`config.mk`:
```
export PLATFORM = sky130hd
export DESIGN_NAME = spi_responder
export DESIGN_NICKNAME = d
export VERILOG_FILES = /design/src/rtl/spi_responder_pkg.sv /design/src/rtl/spi_responder_sync.sv /design/src/rtl/spi_responder.sv
export SDC_FILE = /design/constraint.sdc
export NUM_CORES = 1
export LEC_CHECK = 0
export CORE_MARGIN = 2
export CORE_UTILIZATION = 55
export DETAILED_ROUTE_END_ITERATION = 12
export PLACE_DENSITY = 0.78
export RECOVER_POWER = 25
export SETUP_SLACK_MARGIN = 0.3
export SLEW_MARGIN = 10
export SYNTH_ARGS = -nofsm -noshare
export SYNTH_HDL_FRONTEND = slang
export SYNTH_HIERARCHICAL = 1
export SYNTH_SLANG_ARGS = --single-unit
```
`constraint.sdc`:
```
create_clock -name clk_sys_i -period 2.65 [get_ports clk_sys_i]
set_input_delay 0.53 -clock clk_sys_i [delete_from_list [all_inputs] [get_ports clk_sys_i]]
set_output_delay 0.53 -clock clk_sys_i [all_outputs]
set_load 0.01 [all_outputs]
```
`src/rtl/spi_responder_pkg.sv`:
```
// Shared types and defaults for the SPI mode-0 responder.
package spi_responder_pkg;

   typedef enum logic [1:0] {
      ST_IDLE  = 2'd0,
      ST_SHIFT = 2'd1,
      ST_LAST  = 2'd2
   } state_e;

   localparam int DEF_DATA_WIDTH   = 8;
   localparam int DEF_SYNC_STAGES  = 2;
   localparam int DEF_IDLE_TIMEOUT = 64;

   // bit_cnt must be able to hold the value DataWidth itself
   function automatic int cnt_width(input int data_width);
      return $clog2(data_width + 1);
   endfunction

endpackage

```
`src/rtl/spi_responder_sync.sv`:
```
// Multi-flop synchronizer with optional registered rise/fall pulse detection.
module spi_responder_sync
   import spi_responder_pkg::*;
#(
   parameter int Stages     = DEF_SYNC_STAGES,
   parameter bit EdgeDetect = 1'b1
) (
   input  logic clk,
   input  logic rst_n,
   input  logic din,
   output logic dout,
   output logic rise,
   output logic fall
);

   logic [Stages-1:0] chain;

   always_ff @(posedge clk or negedge rst_n) begin
      if (!rst_n) begin
         chain <= '0;
      end else begin
         chain <= {chain[Stages-2:0], din};
      end
   end

   assign dout = chain[Stages-1];

   if (EdgeDetect) begin : g_edge
      logic prev;
      logic rise_q;
      logic fall_q;

      always_ff @(posedge clk or negedge rst_n) begin
         if (!rst_n) begin
            prev   <= 1'b0;
            rise_q <= 1'b0;
            fall_q <= 1'b0;
         end else begin
            prev   <= dout;
            rise_q <= dout & ~prev;
            fall_q <= ~dout & prev;
         end
      end

      assign rise = rise_q;
      assign fall = fall_q;
   end else begin : g_no_edge
      assign rise = 1'b0;
      assign fall = 1'b0;
   end

endmodule

```
`src/rtl/spi_responder.sv`:
```
// SPI mode-0 device-side responder: oversampled SCK/SDI, bit-count framing
// with idle-timeout abort, single-entry transmit holding register.
module spi_responder
   import spi_responder_pkg::*;
#(
   parameter int                   DataWidth   = DEF_DATA_WIDTH,
   parameter int                   SyncStages  = DEF_SYNC_STAGES,
   parameter int                   IdleTimeout = DEF_IDLE_TIMEOUT,
   parameter logic [DataWidth-1:0] IdleWord    = '1
) (
   input  logic                 clk_sys_i,
   input  logic                 rst_sys_ni,
   input  logic                 spi_sck_i,
   input  logic                 spi_sdi_i,
   output logic                 spi_sdo_o,
   input  logic [DataWidth-1:0] tx_data_i,
   input  logic                 tx_valid_i,
   output logic                 tx_ready_o,
   output logic [DataWidth-1:0] rx_data_o,
   output logic                 rx_valid_o,
   output logic                 frame_err_o
);

   localparam int              CntW    = cnt_width(DataWidth);
   localparam int              TmoW    = $clog2(IdleTimeout + 1);
   localparam logic [CntW-1:0] LastCnt = CntW'(DataWidth - 1);
   localparam logic [TmoW-1:0] TmoMax  = TmoW'(IdleTimeout);

   logic sck_rise;
   logic sck_fall;
   logic sck_level;
   logic sdi;

   spi_responder_sync #(
      .Stages     (SyncStages),
      .EdgeDetect (1'b1)
   ) u_sync_sck (
      .clk   (clk_sys_i),
      .rst_n (rst_sys_ni),
      .din   (spi_sck_i),
      .dout  (sck_level),
      .rise  (sck_rise),
      .fall  (sck_fall)
   );

   spi_responder_sync #(
      .Stages     (SyncStages),
      .EdgeDetect (1'b0)
   ) u_sync_sdi (
      .clk   (clk_sys_i),
      .rst_n (rst_sys_ni),
      .din   (spi_sdi_i),
      .dout  (sdi),
      .rise  (),
      .fall  ()
   );

   state_e               state;
   logic [CntW-1:0]      bit_cnt;
   logic [TmoW-1:0]      idle_cnt;
   logic [DataWidth-1:0] tx_sr;
   logic [DataWidth-1:0] rx_sr;
   logic [DataWidth-1:0] tx_hold;
   logic                 hold_valid;
   logic [DataWidth-1:0] rx_data;
   logic                 rx_valid;
   logic                 frame_err;
   logic [DataWidth-1:0] rx_next;
   logic                 sck_edge;

   assign rx_next  = {rx_sr[DataWidth-2:0], sdi};
   assign sck_edge = sck_rise | sck_fall;

   always_ff @(posedge clk_sys_i or negedge rst_sys_ni) begin
      if (!rst_sys_ni) begin
         state      <= ST_IDLE;
         bit_cnt    <= '0;
         idle_cnt   <= '0;
         tx_sr      <= IdleWord;
         rx_sr      <= '0;
         tx_hold    <= '0;
         hold_valid <= 1'b0;
         rx_data    <= '0;
         rx_valid   <= 1'b0;
         frame_err  <= 1'b0;
      end else begin
         rx_valid  <= 1'b0;
         frame_err <= 1'b0;

         // A same-cycle accept lands in tx_hold for the following word,
         // since hold_valid can only be set here while it is still clear.
         if (tx_valid_i && !hold_valid) begin
            tx_hold    <= tx_data_i;
            hold_valid <= 1'b1;
         end

         if (sck_edge || state == ST_IDLE) begin
            idle_cnt <= '0;
         end else if (idle_cnt != TmoMax) begin
            idle_cnt <= idle_cnt + TmoW'(1);
         end

         case (state)
            ST_IDLE: begin
               tx_sr <= hold_valid ? tx_hold : IdleWord;
               if (sck_rise) begin
                  rx_sr <= {{(DataWidth-1){1'b0}}, sdi};
                  if (hold_valid) begin
                     hold_valid <= 1'b0;
                  end
                  bit_cnt <= CntW'(1);
                  state   <= ST_SHIFT;
               end
            end

            ST_SHIFT: begin
               if (sck_fall) begin
                  tx_sr <= {tx_sr[DataWidth-2:0], 1'b0};
               end
               if (sck_rise) begin
                  rx_sr   <= rx_next;
                  bit_cnt <= bit_cnt + CntW'(1);
                  if (bit_cnt == LastCnt) begin
                     state    <= ST_LAST;
                     rx_data  <= rx_next;
                     rx_valid <= 1'b1;
                  end
               end else if (!sck_fall && idle_cnt == TmoMax) begin
                  state     <= ST_IDLE;
                  bit_cnt   <= '0;
                  rx_sr     <= '0;
                  frame_err <= 1'b1;
               end
            end

            ST_LAST: begin
               // The word was already delivered, so a timeout here is silent.
               if (sck_fall || (!sck_rise && idle_cnt == TmoMax)) begin
                  state   <= ST_IDLE;
                  bit_cnt <= '0;
               end
            end

            default: begin
               state   <= ST_IDLE;
               bit_cnt <= '0;
            end
         endcase
      end
   end

   assign spi_sdo_o   = tx_sr[DataWidth-1];
   assign tx_ready_o  = ~hold_valid;
   assign rx_data_o   = rx_data;
   assign rx_valid_o  = rx_valid;
   assign frame_err_o = frame_err;

endmodule

```
; Word level (Yosys, flattened, before mapping)
; Cells that the tools add are included.
[totals]
out_inout_bits = 12
reg_bits = 54
[classes]
n_bitwise = 6
add_sub_neg = 2
reduce_logical = 16
n_mux = 30
eq_ne = 10
[ops]
columns = cell, n
row1 = 2-to-1 mux 7 bit, 5
row2 = 2-to-1 mux 4 bit, 4
row3 = 2-to-1 mux 8 bit, 2
row4 = case mux 8 bit (2 select lines), 1
row5 = case mux 7 bit (2 select lines), 1
row6 = case mux 4 bit (3 select lines), 1
row7 = 2-to-1 mux 1 bit, 10
row8 = 2-to-1 mux 2 bit, 5
row9 = AND reduction 3 bit, 3
row10 = adder 7 x 1 -> 7 bit (second input constant), 1
row11 = == test 7 bit (second input constant), 1
row12 = != test 7 bit (second input constant), 1
row13 = case mux 2 bit (3 select lines), 1
row14 = adder 4 x 1 -> 4 bit (second input constant), 1
row15 = == test 4 x 3 -> 1 bit (second input constant), 1
row16 = != test 2 x 1 -> 1 bit (second input constant), 2
row17 = AND reduction 4 bit, 1
row18 = nonzero test 2 bit, 2
row19 = logical AND 1 bit, 3
row20 = logical NOT 1 bit, 3
row21 = != test 3 x 2 -> 1 bit (second input constant), 1
row22 = != test 3 bit (second input constant), 1
row23 = inverter 1 bit, 3
row24 = bitwise AND 1 bit, 2
row25 = 7 further kinds, 8

; Logic depth before layout (Yosys ltp)
[logic_depth]
depth_word = 6
mapped_depth = 6
mapped_depth_nobuf = 6

; Modules after synthesis
; The synthesis kept the hierarchy.
[by_module_without_submodules]
columns = module, cells_each, seq_area_each_um2, area_each_um2, n_inst
row1 = spi_responder, 176, 1186.1, 2079.5, 1
row2 = spi_responder_sync at u_sync_sck, 7, 125.1, 140.1, 1
row3 = spi_responder_sync at u_sync_sdi, 5, 50.0, 68.8, 1

; Least setup slack after synthesis
; No wires, ideal clock.
[synth_path]
path_type = reg2reg
from = reg idle_cnt[3]
to = reg bit_cnt[3]
path_slack_ns = 1.017
t_arrival_ns = 1.512
setup_time_ns = 0.121
path_stages_with_launch = 5
synth_period_minus_slack_ns = 1.633
required_ns = 2.529
cell_sequence = dfrtp_1 > or4_4 > nor3_4 > a311oi_4 > a22o_1
[synth_via]
elab_chain_cells = 5
elab_cells_between_ends = 7
classes_between = 3 x eq/ne / 4 x reduce/logical
[synth_lines]
columns = item, line_no
row1 = "start, declared", spi_responder.sv:60  ; logic [TmoW-1:0] idle_cnt;
row2 = "start signal, assigned", spi_responder.sv:100  ; idle_cnt <= idle_cnt + TmoW'(1);
row3 = == test 7 bit *, "spi_responder.sv:128, spi_responder.sv:138"
row4 = logical AND 1 bit, spi_responder.sv:138  ; if (sck_fall || (!sck_rise && idle_cnt == TmoMax)) begin
row5 = logical OR 1 bit, spi_responder.sv:138
row6 = != test 2 bit (no source line), -
row7 = AND reduction 3 bit (no source line) *, -
row8 = "end signal, assigned", spi_responder.sv:111  ; bit_cnt <= CntW'(1);
row9 = "end signal, assigned", spi_responder.sv:122  ; bit_cnt <= bit_cnt + CntW'(1);
row10 = "end, declared", spi_responder.sv:59  ; logic [CntW-1:0] bit_cnt;
; Mark *: on every way between the ends. The rest lies on a longest branch, timed or not.
; A chain may end at the register's enable or synchronous reset.

; Worst setup path after layout
[layout_path]
from = reg hold_valid
to = out tx_ready_o
[layout_via]
elab_chain_cells = 1
[layout_lines]
columns = item, line_no
row1 = "start, declared", spi_responder.sv:64  ; logic hold_valid;
row2 = "start signal, assigned", spi_responder.sv:82  ; hold_valid <= 1'b0;
row3 = "start signal, assigned", spi_responder.sv:94  ; hold_valid <= 1'b1;
row4 = "start signal, assigned", spi_responder.sv:109  ; hold_valid <= 1'b0;
row5 = inverter 1 bit, spi_responder.sv:153  ; assign tx_ready_o = ~hold_valid;
row6 = "end, declared", spi_responder.sv:18  ; output logic tx_ready_o,
; Every way passes these cells.

==> impl_metrics.toml <==
[timing]
slew_viol_final = 0
setup_slack_ns = 0.619
finalSetupViolCount = 0
post-route-period-util = 0.766
tightest_slew_ns = 1.13
max_freq_mhz = 492
whs_ns = 0.360
hold_viol = 0
finClkSkew_ns = 0.0104
max-slew-margin-rel = 0.248
finalSetupTns_ns = 0
fin_crit_ns = 2.03
rsz0062_at_grt = "false"

[global_routing]
grt_pass1_wl_um = 6850
met1_usage = 0.254
grt.met3_usage = 0.0510
track_usage = 0.206
grt_pass1_vias = 1518
busiest_layer = "met2"
antenna_found_initial = 0
grt_max_degree = 23
grt_use_met2 = 0.340
grt-ovfl-total = 0

[clock_network]
h-tree-depth = 2
holdBufCountCts = 0
clockRootBuffer = "clkbuf_8"
clk_pin_slew_ns = 0.09
worstSkewPairLatency_ns = 0.30
postCtsSetupRepairBufs = 0
cts_buffer_depth = 2
cts_inserted_buffers = 5
cts_resized = 0
clock_sinks = 54
cts_tree = "built"

[route]
avgRoutedWirePerCell_um = 15.9
drt_iter0_markers = 100
ant_nets = 0
drc_errors = 0
vias = 1463
drtPass1Iterations = 4
drt-total-wl_um = 4170
drt-vias-per-instance = 5.56

[power]
clkPwrFrac = 0.279
ir_drop_v = 0.000565
combPwrFrac = 0.200
seq_power_share = 0.522
netSwitchingFraction = 0.262
cellInternalPower_uw = 1640
p_leak_uw = 0.00116
power.density_nw_per_um2 = 829
p_switching_uw = 584

[finish]
nets = 228
multiInputGateArea_um2 = 861
fin_area_um2 = 2690
drive_above_1_share = 0.197
area_delta_synth_final_pct = 18.5
fillers = 290
n_antenna_cell = 0
seqCellArea_um2 = 1360

[min_path]
min_from = "u_sync_sck/chain[0]"
hp-class = "reg2reg"

[floorplan]
start_util = 0.567
die_width_um = 68.2
fp.dieArea_um2 = 4660
fp.dieH_um = 68.2
rows = 23
core_area_um2 = 4000
ios = 25

[critical_path]
critPathLaunch = "hold_valid"
worstPathMaxFanout = 8
reg2reg_from = "state[1]"
crit_type = "reg2out"
worstPathRequired_ns = 2.12
crit_arrival_ns = 1.50
start_kind = "flop"
end_kind = "output pin"

[yosys]
syn_area_per_cell_um2 = 12.3
synth_area_um2 = 2270
syn_inst = 185
synth_nets = 201
yosysWarnings = 6

[placement]
dp_hpwl_um = 2970
port_buffers = 24
gp_congestion = 0.802
place_ws_ns = 0.867
placed_cell_area_um2 = 2560

[run]
max-cap-violations = 0

[outcome]
outcome = "finished clean"
## path summary, 6_finish.rpt
| path | end | slack [ns] | cells after the start |
|---|---|---|---|
| worst max-delay path | tx_ready_o | 0.62 | 2 |
| worst min-delay path | u_sync_sck/chain[1] | 0.36 | 0 |
| worst max register to register | rx_data_o[1] | 0.88 | 4 |
| worst min register to register | u_sync_sck/chain[1] | 0.36 | 0 |
| max in group asynchronous | bit_cnt[2] | 1.06 | 2 |
| min in group asynchronous | tx_hold[6] | 0.42 | 1 |
## stage by stage
stage | utilization | power (µW) | instances
final | 0.672 | 2230 | 263
after detailed placement | 0.640 | 1630 | 255
after CTS | 0.673 | 2250 | 263
after floorplan | - | 1440 | 185
after global routing | 0.672 | 2380 | 263
after global placement | 0.640 | 1590 | 255
## critical path, stage by stage (launching register included)
cell and delay (ns):
dfrtp_1 0.43, clkinv_1 0.23, clkdlybuf4s50_1 0.54
## final cells by class
| cell class | count | area share |
|---|---|---|
| tap | 50 | 0.0233 |
| timing repair buffer | 27 | 0.0940 |
| clock inverter | 3 | 0.0237 |
| multi-input combinational | 119 | 0.320 |
| inverter | 5 | 0.00698 |
| clock buffer | 5 | 0.0256 |
| sequential | 54 | 0.506 |
## power groups by stage
stage	logic, µW	registers (µW)	clock network [µW]
after floorplan	302	1140	0
after global placement	421	1170	0
after detailed placement	450	1180	0
after CTS	454	1160	634
after global routing	509	1190	680
final	446	1160	621
## flip-flops by register name, summed over array words and instances, names as in the netlist
register and flops:
state 2, idle_cnt 7, bit_cnt 4, u_sync_sdi/chain 2, tx_sr 8, tx_hold 8
hold_valid 1, frame_err_o 1, rx_valid_o 1, rx_data_o 8, u_sync_sck/fall 1, u_sync_sck/chain 2
u_sync_sck/g_edge.prev 1, u_sync_sck/rise 1, rx_sr 7
## cells in the final DEF, fill, tap and decap left out, types with 3 or more instances in the layout
master / n
a21oi_1: 10
a22o_1: 10
clkbuf_8: 5
clkdlybuf4s50_1: 21
dfrtp_1: 46
dfstp_2: 8
ha_1: 3
inv_1: 4
mux2_2: 15
nand2_1: 15
nand2b_1: 5
nand3_1: 6
nor2_1: 7
nor2b_1: 4
o21a_1: 6
o21ai_0: 13
xnor2_1: 3
xor2_1: 4
## per-layer routing
| layer | vias to the layer above | share of wire |
|---|---|---|
| met4 | 0 | 0.013 |
| met1 | 744 | 0.45 |
| met2 | 21 | 0.51 |
| met5 | - | 0 |
| li1 | 694 | - |
| met3 | 4 | 0.024 |
(Power assumes the default switching activity.)
